<file path="config.mk">
export PLATFORM = sky130hd
export DESIGN_NAME = mul_div_unit
export DESIGN_NICKNAME = d
export VERILOG_FILES = /design/src/rtl/mul_div_unit.sv
export SDC_FILE = /design/constraint.sdc
export NUM_CORES = 2
export LEC_CHECK = 0
export ABC_AREA = 1
export BUFFER_PORTS_ARGS = -buffer_cell sky130_fd_sc_hd__buf_2
export CAP_MARGIN = 20
export CORE_ASPECT_RATIO = 0.7
export CORE_UTILIZATION = 60
export CTS_CLUSTER_SIZE = 24
export DETAILED_ROUTE_END_ITERATION = 10
export PLACE_DENSITY = 0.8
export SLEW_MARGIN = 20
export SYNTH_ARGS = -nofsm -noshare
export SYNTH_HDL_FRONTEND = slang
export SYNTH_SLANG_ARGS = --single-unit
</file>
<file path="constraint.sdc">
create_clock -name clk -period 8.12 [get_ports clk]
set_clock_uncertainty 0.15 [all_clocks]
set_input_delay 1.624 -clock clk [delete_from_list [all_inputs] [get_ports clk]]
set_output_delay 1.624 -clock clk [all_outputs]
set_load 0.01 [all_outputs]
</file>
<file path="src/rtl/mul_div_unit.sv">
// Multi-cycle multiply/divide unit feeding the HI/LO register file.
// MULT/MULTU take one compute cycle, DIV/DIVU run a restoring
// shift-subtract divider for DATA_WIDTH cycles, and MTHI/MTLO and
// divide-by-zero finish straight from IDLE. Every result is written
// through a one-cycle DONE state.
//
// state  | meaning
// -------+--------------------------------------------------------
// IDLE   | waiting for start; the only state that accepts an op
// MUL    | product of the latched operands is formed this cycle
// DIV    | one quotient bit per cycle, counter 0..DATA_WIDTH-1
// DONE   | write strobe and done pulse, result on hilo_hi/hilo_lo

module mul_div_unit #(
    parameter int DATA_WIDTH = 32
) (
    input  logic                  clk,
    input  logic                  rst,
    input  logic                  start,
    input  logic [2:0]            op,
    input  logic [DATA_WIDTH-1:0] operand_a,
    input  logic [DATA_WIDTH-1:0] operand_b,
    input  logic [DATA_WIDTH-1:0] hi_i,
    input  logic [DATA_WIDTH-1:0] lo_i,
    input  logic                  flush,
    output logic                  busy,
    output logic                  done,
    output logic                  hilo_write_en,
    output logic [DATA_WIDTH-1:0] hilo_hi,
    output logic [DATA_WIDTH-1:0] hilo_lo
);

    localparam int W     = DATA_WIDTH;
    localparam int CNT_W = $clog2(DATA_WIDTH);

    localparam logic [2:0] OP_MULT  = 3'd0;
    localparam logic [2:0] OP_MULTU = 3'd1;
    localparam logic [2:0] OP_DIV   = 3'd2;
    localparam logic [2:0] OP_DIVU  = 3'd3;
    localparam logic [2:0] OP_MTHI  = 3'd4;
    localparam logic [2:0] OP_MTLO  = 3'd5;

    typedef enum logic [1:0] {
        S_IDLE = 2'd0,
        S_MUL  = 2'd1,
        S_DIV  = 2'd2,
        S_DONE = 2'd3
    } state_t;

    state_t r_state;
    state_t w_state_nx;

    // latched operands and operation attributes
    logic [W-1:0]     r_a;
    logic [W-1:0]     r_b;
    logic             r_signed;
    // divider working registers (magnitudes)
    logic [W-1:0]     r_rem;
    logic [W-1:0]     r_quo;
    logic [W-1:0]     r_dvs;
    logic             r_neg_q;
    logic             r_neg_r;
    logic [CNT_W-1:0] r_cnt;
    // result registers, held after the write
    logic [W-1:0]     r_hi;
    logic [W-1:0]     r_lo;

    logic             w_accept;
    logic             w_op_mul;
    logic             w_op_div;
    logic             w_op_signed;
    logic             w_div_zero;
    logic             w_last;
    logic             w_a_neg;
    logic             w_b_neg;
    logic [W-1:0]     w_a_mag;
    logic [W-1:0]     w_b_mag;
    logic [2*W-1:0]   w_mul_a;
    logic [2*W-1:0]   w_mul_b;
    logic [2*W-1:0]   w_product;
    logic [W:0]       w_rem_sh;
    logic             w_ge;
    logic [W-1:0]     w_sub;
    logic [W-1:0]     w_rem_nx;
    logic [W-1:0]     w_quo_nx;
    logic [W-1:0]     w_q_fix;
    logic [W-1:0]     w_r_fix;

    assign w_accept    = (r_state == S_IDLE) && start && !flush && (op <= OP_MTLO);
    assign w_op_mul    = (op == OP_MULT) || (op == OP_MULTU);
    assign w_op_div    = (op == OP_DIV)  || (op == OP_DIVU);
    assign w_op_signed = (op == OP_MULT) || (op == OP_DIV);
    assign w_div_zero  = (operand_b == '0);
    assign w_last      = (r_cnt == CNT_W'(DATA_WIDTH - 1));

    // Signed divide works on magnitudes; signs are reapplied at the end.
    assign w_a_neg = (op == OP_DIV) && operand_a[W-1];
    assign w_b_neg = (op == OP_DIV) && operand_b[W-1];
    assign w_a_mag = w_a_neg ? (~operand_a + W'(1)) : operand_a;
    assign w_b_mag = w_b_neg ? (~operand_b + W'(1)) : operand_b;

    // The low 2W bits of a sign-extended product equal the signed product.
    assign w_mul_a   = r_signed ? {{W{r_a[W-1]}}, r_a} : {{W{1'b0}}, r_a};
    assign w_mul_b   = r_signed ? {{W{r_b[W-1]}}, r_b} : {{W{1'b0}}, r_b};
    assign w_product = w_mul_a * w_mul_b;

    // One restoring step: shift in the next dividend bit, subtract if it fits.
    // When it fits the true difference is below 2^W, so W-bit subtraction is exact.
    assign w_rem_sh = {r_rem, r_quo[W-1]};
    assign w_ge     = (w_rem_sh >= {1'b0, r_dvs});
    assign w_sub    = w_rem_sh[W-1:0] - r_dvs;
    assign w_rem_nx = w_ge ? w_sub : w_rem_sh[W-1:0];
    assign w_quo_nx = {r_quo[W-2:0], w_ge};
    assign w_q_fix  = r_neg_q ? (~w_quo_nx + W'(1)) : w_quo_nx;
    assign w_r_fix  = r_neg_r ? (~w_rem_nx + W'(1)) : w_rem_nx;

    // State register
    always_ff @(posedge clk) begin
        if (rst) begin
            r_state <= S_IDLE;
        end else begin
            r_state <= w_state_nx;
        end
    end

    // Next-state decode; flush aborts MUL/DIV but never a committed DONE
    always_comb begin
        w_state_nx = r_state;
        case (r_state)
            S_IDLE: begin
                if (w_accept) begin
                    if (w_op_mul) begin
                        w_state_nx = S_MUL;
                    end else if (w_op_div && !w_div_zero) begin
                        w_state_nx = S_DIV;
                    end else begin
                        w_state_nx = S_DONE;
                    end
                end
            end
            S_MUL: begin
                w_state_nx = flush ? S_IDLE : S_DONE;
            end
            S_DIV: begin
                if (flush) begin
                    w_state_nx = S_IDLE;
                end else if (w_last) begin
                    w_state_nx = S_DONE;
                end
            end
            S_DONE: begin
                w_state_nx = S_IDLE;
            end
            default: begin
                w_state_nx = S_IDLE;
            end
        endcase
    end

    // Operand capture, divider iteration and result registers
    always_ff @(posedge clk) begin
        if (rst) begin
            r_a      <= '0;
            r_b      <= '0;
            r_signed <= 1'b0;
            r_rem    <= '0;
            r_quo    <= '0;
            r_dvs    <= '0;
            r_neg_q  <= 1'b0;
            r_neg_r  <= 1'b0;
            r_cnt    <= '0;
            r_hi     <= '0;
            r_lo     <= '0;
        end else begin
            case (r_state)
                S_IDLE: begin
                    if (w_accept) begin
                        r_a      <= operand_a;
                        r_b      <= operand_b;
                        r_signed <= w_op_signed;
                        r_rem    <= '0;
                        r_quo    <= w_a_mag;
                        r_dvs    <= w_b_mag;
                        r_neg_q  <= w_a_neg ^ w_b_neg;
                        r_neg_r  <= w_a_neg;
                        r_cnt    <= '0;
                        if (op == OP_MTHI) begin
                            r_hi <= operand_a;
                            r_lo <= lo_i;
                        end else if (op == OP_MTLO) begin
                            r_hi <= hi_i;
                            r_lo <= operand_a;
                        end else if (w_op_div && w_div_zero) begin
                            // fixed divide-by-zero result: LO all ones, HI = dividend
                            r_hi <= operand_a;
                            r_lo <= '1;
                        end
                    end
                end
                S_MUL: begin
                    if (!flush) begin
                        r_hi <= w_product[2*W-1:W];
                        r_lo <= w_product[W-1:0];
                    end
                end
                S_DIV: begin
                    if (!flush) begin
                        r_rem <= w_rem_nx;
                        r_quo <= w_quo_nx;
                        r_cnt <= w_last ? '0 : r_cnt + CNT_W'(1);
                        if (w_last) begin
                            r_hi <= w_r_fix;
                            r_lo <= w_q_fix;
                        end
                    end
                end
                default: begin
                end
            endcase
        end
    end

    assign busy          = (r_state != S_IDLE);
    assign done          = (r_state == S_DONE);
    assign hilo_write_en = (r_state == S_DONE);
    assign hilo_hi       = r_hi;
    assign hilo_lo       = r_lo;

endmodule

</file>
==> flow_summary_export.csv <==
group,metric,value,unit
logic_synthesis,synth.area.top_cells,"fa_1, inv_1, nand2_1",
clock_tree,cts.clk_slew.worst_paths,80,ps
global_routing,grt_pass1_vias,63800,
global_routing,grt_max_degree,79,
routing,num_vias,65000,
critical_path,rrSetupSlack,-890,ps
critical_path,cp.arrival,9330,ps
critical_path,worstReg2RegEnd,"hilo_hi[8]$_SDFFE_PP0P_",
pwr,power.total,26.0,mW
pwr,power_frac_comb,87.2,%
clock_tree,cts_tree,"built",
sta,fin_ws,-885,ps
logic_synthesis,ys.warnings.count,0,
logic_synthesis,synthTopCellsByCount,"inv_1, nand2_1, fa_1",
critical_path,crit_fanout,5,
placed_design,io_buffers,201,
sta,finalSetupTns,-28570,ps
sta,slew_headroom,-5.74,%
logic_synthesis,synth_cells,8831,
critical_path,cp_slowest_cell,"fa_1",
critical_path,cp-endpoint,"hilo_hi[8]$_SDFFE_PP0P_",
sta,rsz0062_at_grt,"true",
pwr,p_leak,45.7,nW
finish,drive_gt1_share,21.8,%
clock_tree,clk_latency,670,ps
pwr,p_clk_share,5.9,%
sta,period_share,111,%
logic_synthesis,async_flop_share,0,%
global_routing,overflow,0,
critical_path,cp_common_cell,"fa_1",
floorplan,boundaryPins,202,
global_routing,grt_use_total,49.2,%
floorplan,rows,101,
sta,whs,317,ps
critical_path,startpoint,"r_a[13]$_SDFFE_PP0P_",
pwr,ir_drop,1250,uV
critical_path,cp-end-kind,"flop",
routing,drt-initial-drc-count,9204,
critical_path,r2r_start,"r_a[13]$_SDFFE_PP0P_",
logic_synthesis,synth_most_common_cell,"inv_1",
sta,finalMaxSlewViolations,2,
sta,final.min_clock_period,9010,ps
sta,hold_viol_final,0,
critical_path,critical_path_required,8450,ps
status,violations,"capacitance limit, slew limit, setup timing",
critical_path,slowest_delay,620,ps
floorplan,die_h,280,um
pwr,pwr-share-seq,6.9,%
hold_path,hp-class,"flop to flop",
critical_path,crit_type,"flop to flop",
floorplan,coreArea,109000,um2
placed_design,placed_area,75400,um2
pwr,switching_share,65.5,%
finish,multiInputGateArea,53300,um2
global_routing,grt_pass1_wl,401000,um
logic_synthesis,ys_types,62,
sta,fmaxAchievable,111,MHz
logic_synthesis,avgSynthCellArea,7.49,um2
routing,drtPass1Iterations,10,
sta,setup_viol,48,
finish,fin_nets,11600,
job,max-cap-violations,1,
pwr,power.density,320,nW/um2
placed_design,gp_congestion,1.14,
logic_synthesis,yosysSeqAreaShare,7.05,%
logic_synthesis,ys_dominant_reg_cell,"dfxtp_1",
clock_tree,cts_buffer_depth,3,
finish,final_design_area_no_fill,81300,um2
pwr,power_switching,17.0,mW
finish,register_area,4730,um2
finish,fill_cells,7938,
floorplan,die_x,399,um
critical_path,r2r_cells,42,
floorplan,dieArea,112000,um2
sta,worst_pin_slew,1570,ps
clock_tree,h-tree-depth,1,
clock_tree,root_buffer,"clkbuf_16",
routing,routed_wl,280000,um
routing,drc,0,
logic_synthesis,syn_area,66200,um2
routing,postRouteAntennaNets,0,
critical_path,worstSetupStartpointType,"flop",
pwr,p_int,8.97,mW
routing,wl_per_cell,25.1,um
clock_tree,cts.sinks,233,
logic_synthesis,yosysTopAreaCellShare,43.0,%
logic_synthesis,synth_fp_nets,10700,
floorplan,start_util,60.7,%
clock_tree,cts_made_buffers,30,
routing,post_drt_via_cell_ratio,5.83,
logic_synthesis,ys_ff_latch,233,
finish,area_growth,22.9,%
global_routing,antenna_found_initial,11,
logic_synthesis,yosysTopAreaCell,"fa_1",
logic_synthesis,synth-edff-count,0,
finish,final_core_util,74.7,%
status,status,"finished with violations",
placed_design,dp_hpwl,223000,um
==> worst max-delay path, delay by kind of cell, from the launching register on <==
kind,cells,cell delay (ps)
buf+inv,16,1780
flops,1,370
compound gates,7,660
simple gates,8,750
fa+ha+maj,11,5060
==> layout by cell type, fill, tap and decap left out, types with 12 or more instances in the layout <==
cell	netlist	routed
inv_1	2529	2377
nand2_1	2017	1929
fa_1	1420	1312
buf_4	3	844
nor2_1	425	341
a21oi_1	363	297
ha_1	351	281
nand3_1	248	216
dfxtp_1	233	207
buf_2	16	200
o21ai_0	282	197
inv_2	14	153
buf_12	1	110
fa_2	0	108
nand2_2	27	83
buf_6	7	68
ha_4	0	66
nor2_2	17	64
a21oi_2	8	63
xor2_1	54	54
nor3_1	59	50
o21ai_1	5	47
a31oi_1	58	42
nor2_4	4	41
nand4_1	37	37
o21ai_2	1	36
nand3b_1	34	34
o22ai_1	34	34
clkbuf_16	0	34
xnor2_1	31	31
nand2_4	1	30
nand3_2	3	29
o211ai_1	26	26
or2_2	20	16
o221ai_1	14	14
dfxtp_4	0	14
dfxtp_2	0	12
==> flip-flops by register name, summed over array words and instances, names as in the netlist <==
signal	cells
hilo_hi	32
hilo_lo	32
r_a	32
r_b	32
r_cnt	5
r_dvs	31
r_neg_q	1
r_neg_r	1
r_quo	32
r_rem	32
r_signed	1
r_state	2
==> metal layers <==
metal / global-route usage, % / wire length (um)
met3: 22.7 / 50600
met5: 0 / 347
met1: 67.8 / 103000
met2: 65.7 / 109000
met4: 21.7 / 17800
==> power groups by stage <==
stage	clock network [mW]	logic, mW	registers, mW
finish	1.54	22.7	1.79
global route	1.56	24.2	1.80
CTS	1.53	20.9	1.75
detailed placement	0	20.2	1.76
global placement	0	20.1	1.75
floorplan	0	13.9	1.67
==> cell type report <==
cell class              count  share of cell area [%]
multi-input cells        5639                    65.6
clock inverters            21                   0.292
flip-flops and latches    233                    5.82
repair buffers           1242                    13.2
diodes                      7                  0.0215
well taps                1442                    2.22
clock buffers              35                   0.996
inverters                2544                    11.8
repair inverters            1                  0.0108
==> stage by stage <==
stage,setup slack [ps],cells
final,-885,11200
after global routing,-1010,11200
after CTS,-639,11100
after detailed placement,-1250,10900
after global placement,-1140,10900
after floorplan,-46.9,8831
==> worst min path at each step <==
stage	slack (ps)	to	cells past startpoint	start
after global placement	300	hilo_lo[29]$_SDFFE_PP0P_	2	hilo_lo[29]$_SDFFE_PP0P_
after detailed placement	310	hilo_lo[30]$_SDFFE_PP0P_	2	hilo_lo[30]$_SDFFE_PP0P_
after CTS	320	hilo_hi[14]$_SDFFE_PP0P_	2	hilo_hi[14]$_SDFFE_PP0P_
after global routing	330	hilo_hi[4]$_SDFFE_PP0P_	2	hilo_hi[4]$_SDFFE_PP0P_
after floorplan	300	r_cnt[4]$_SDFFE_PP0P_	2	r_cnt[4]$_SDFFE_PP0P_
final	320	hilo_hi[4]$_SDFFE_PP0P_	2	hilo_hi[4]$_SDFFE_PP0P_
==> repair_timing <==
item                       in CTS  in global routing
setup buffers                  76                 75
pin swaps                     167                239
cloned                         11                  5
setup endpoints to repair      48                 51
hold buffers                    0                  0
resized for setup             523                454
==> cells by family (layout without fill, tap and decap cells) <==
logic type,after synthesis,count (layout),share of synthesized area [%]
AND/OR/NAND/NOR,2921,2921,18.0
buffers and inverters,2959,3843,17.0
flip-flops,233,233,7.05
adder cells (fa/ha/maj),1771,1771,49.6
AO/OA/AOI/OAI,861,861,7.22
XOR/XNOR,86,86,1.16
other,0,7,0
Power figures use the tool's default switching activity.
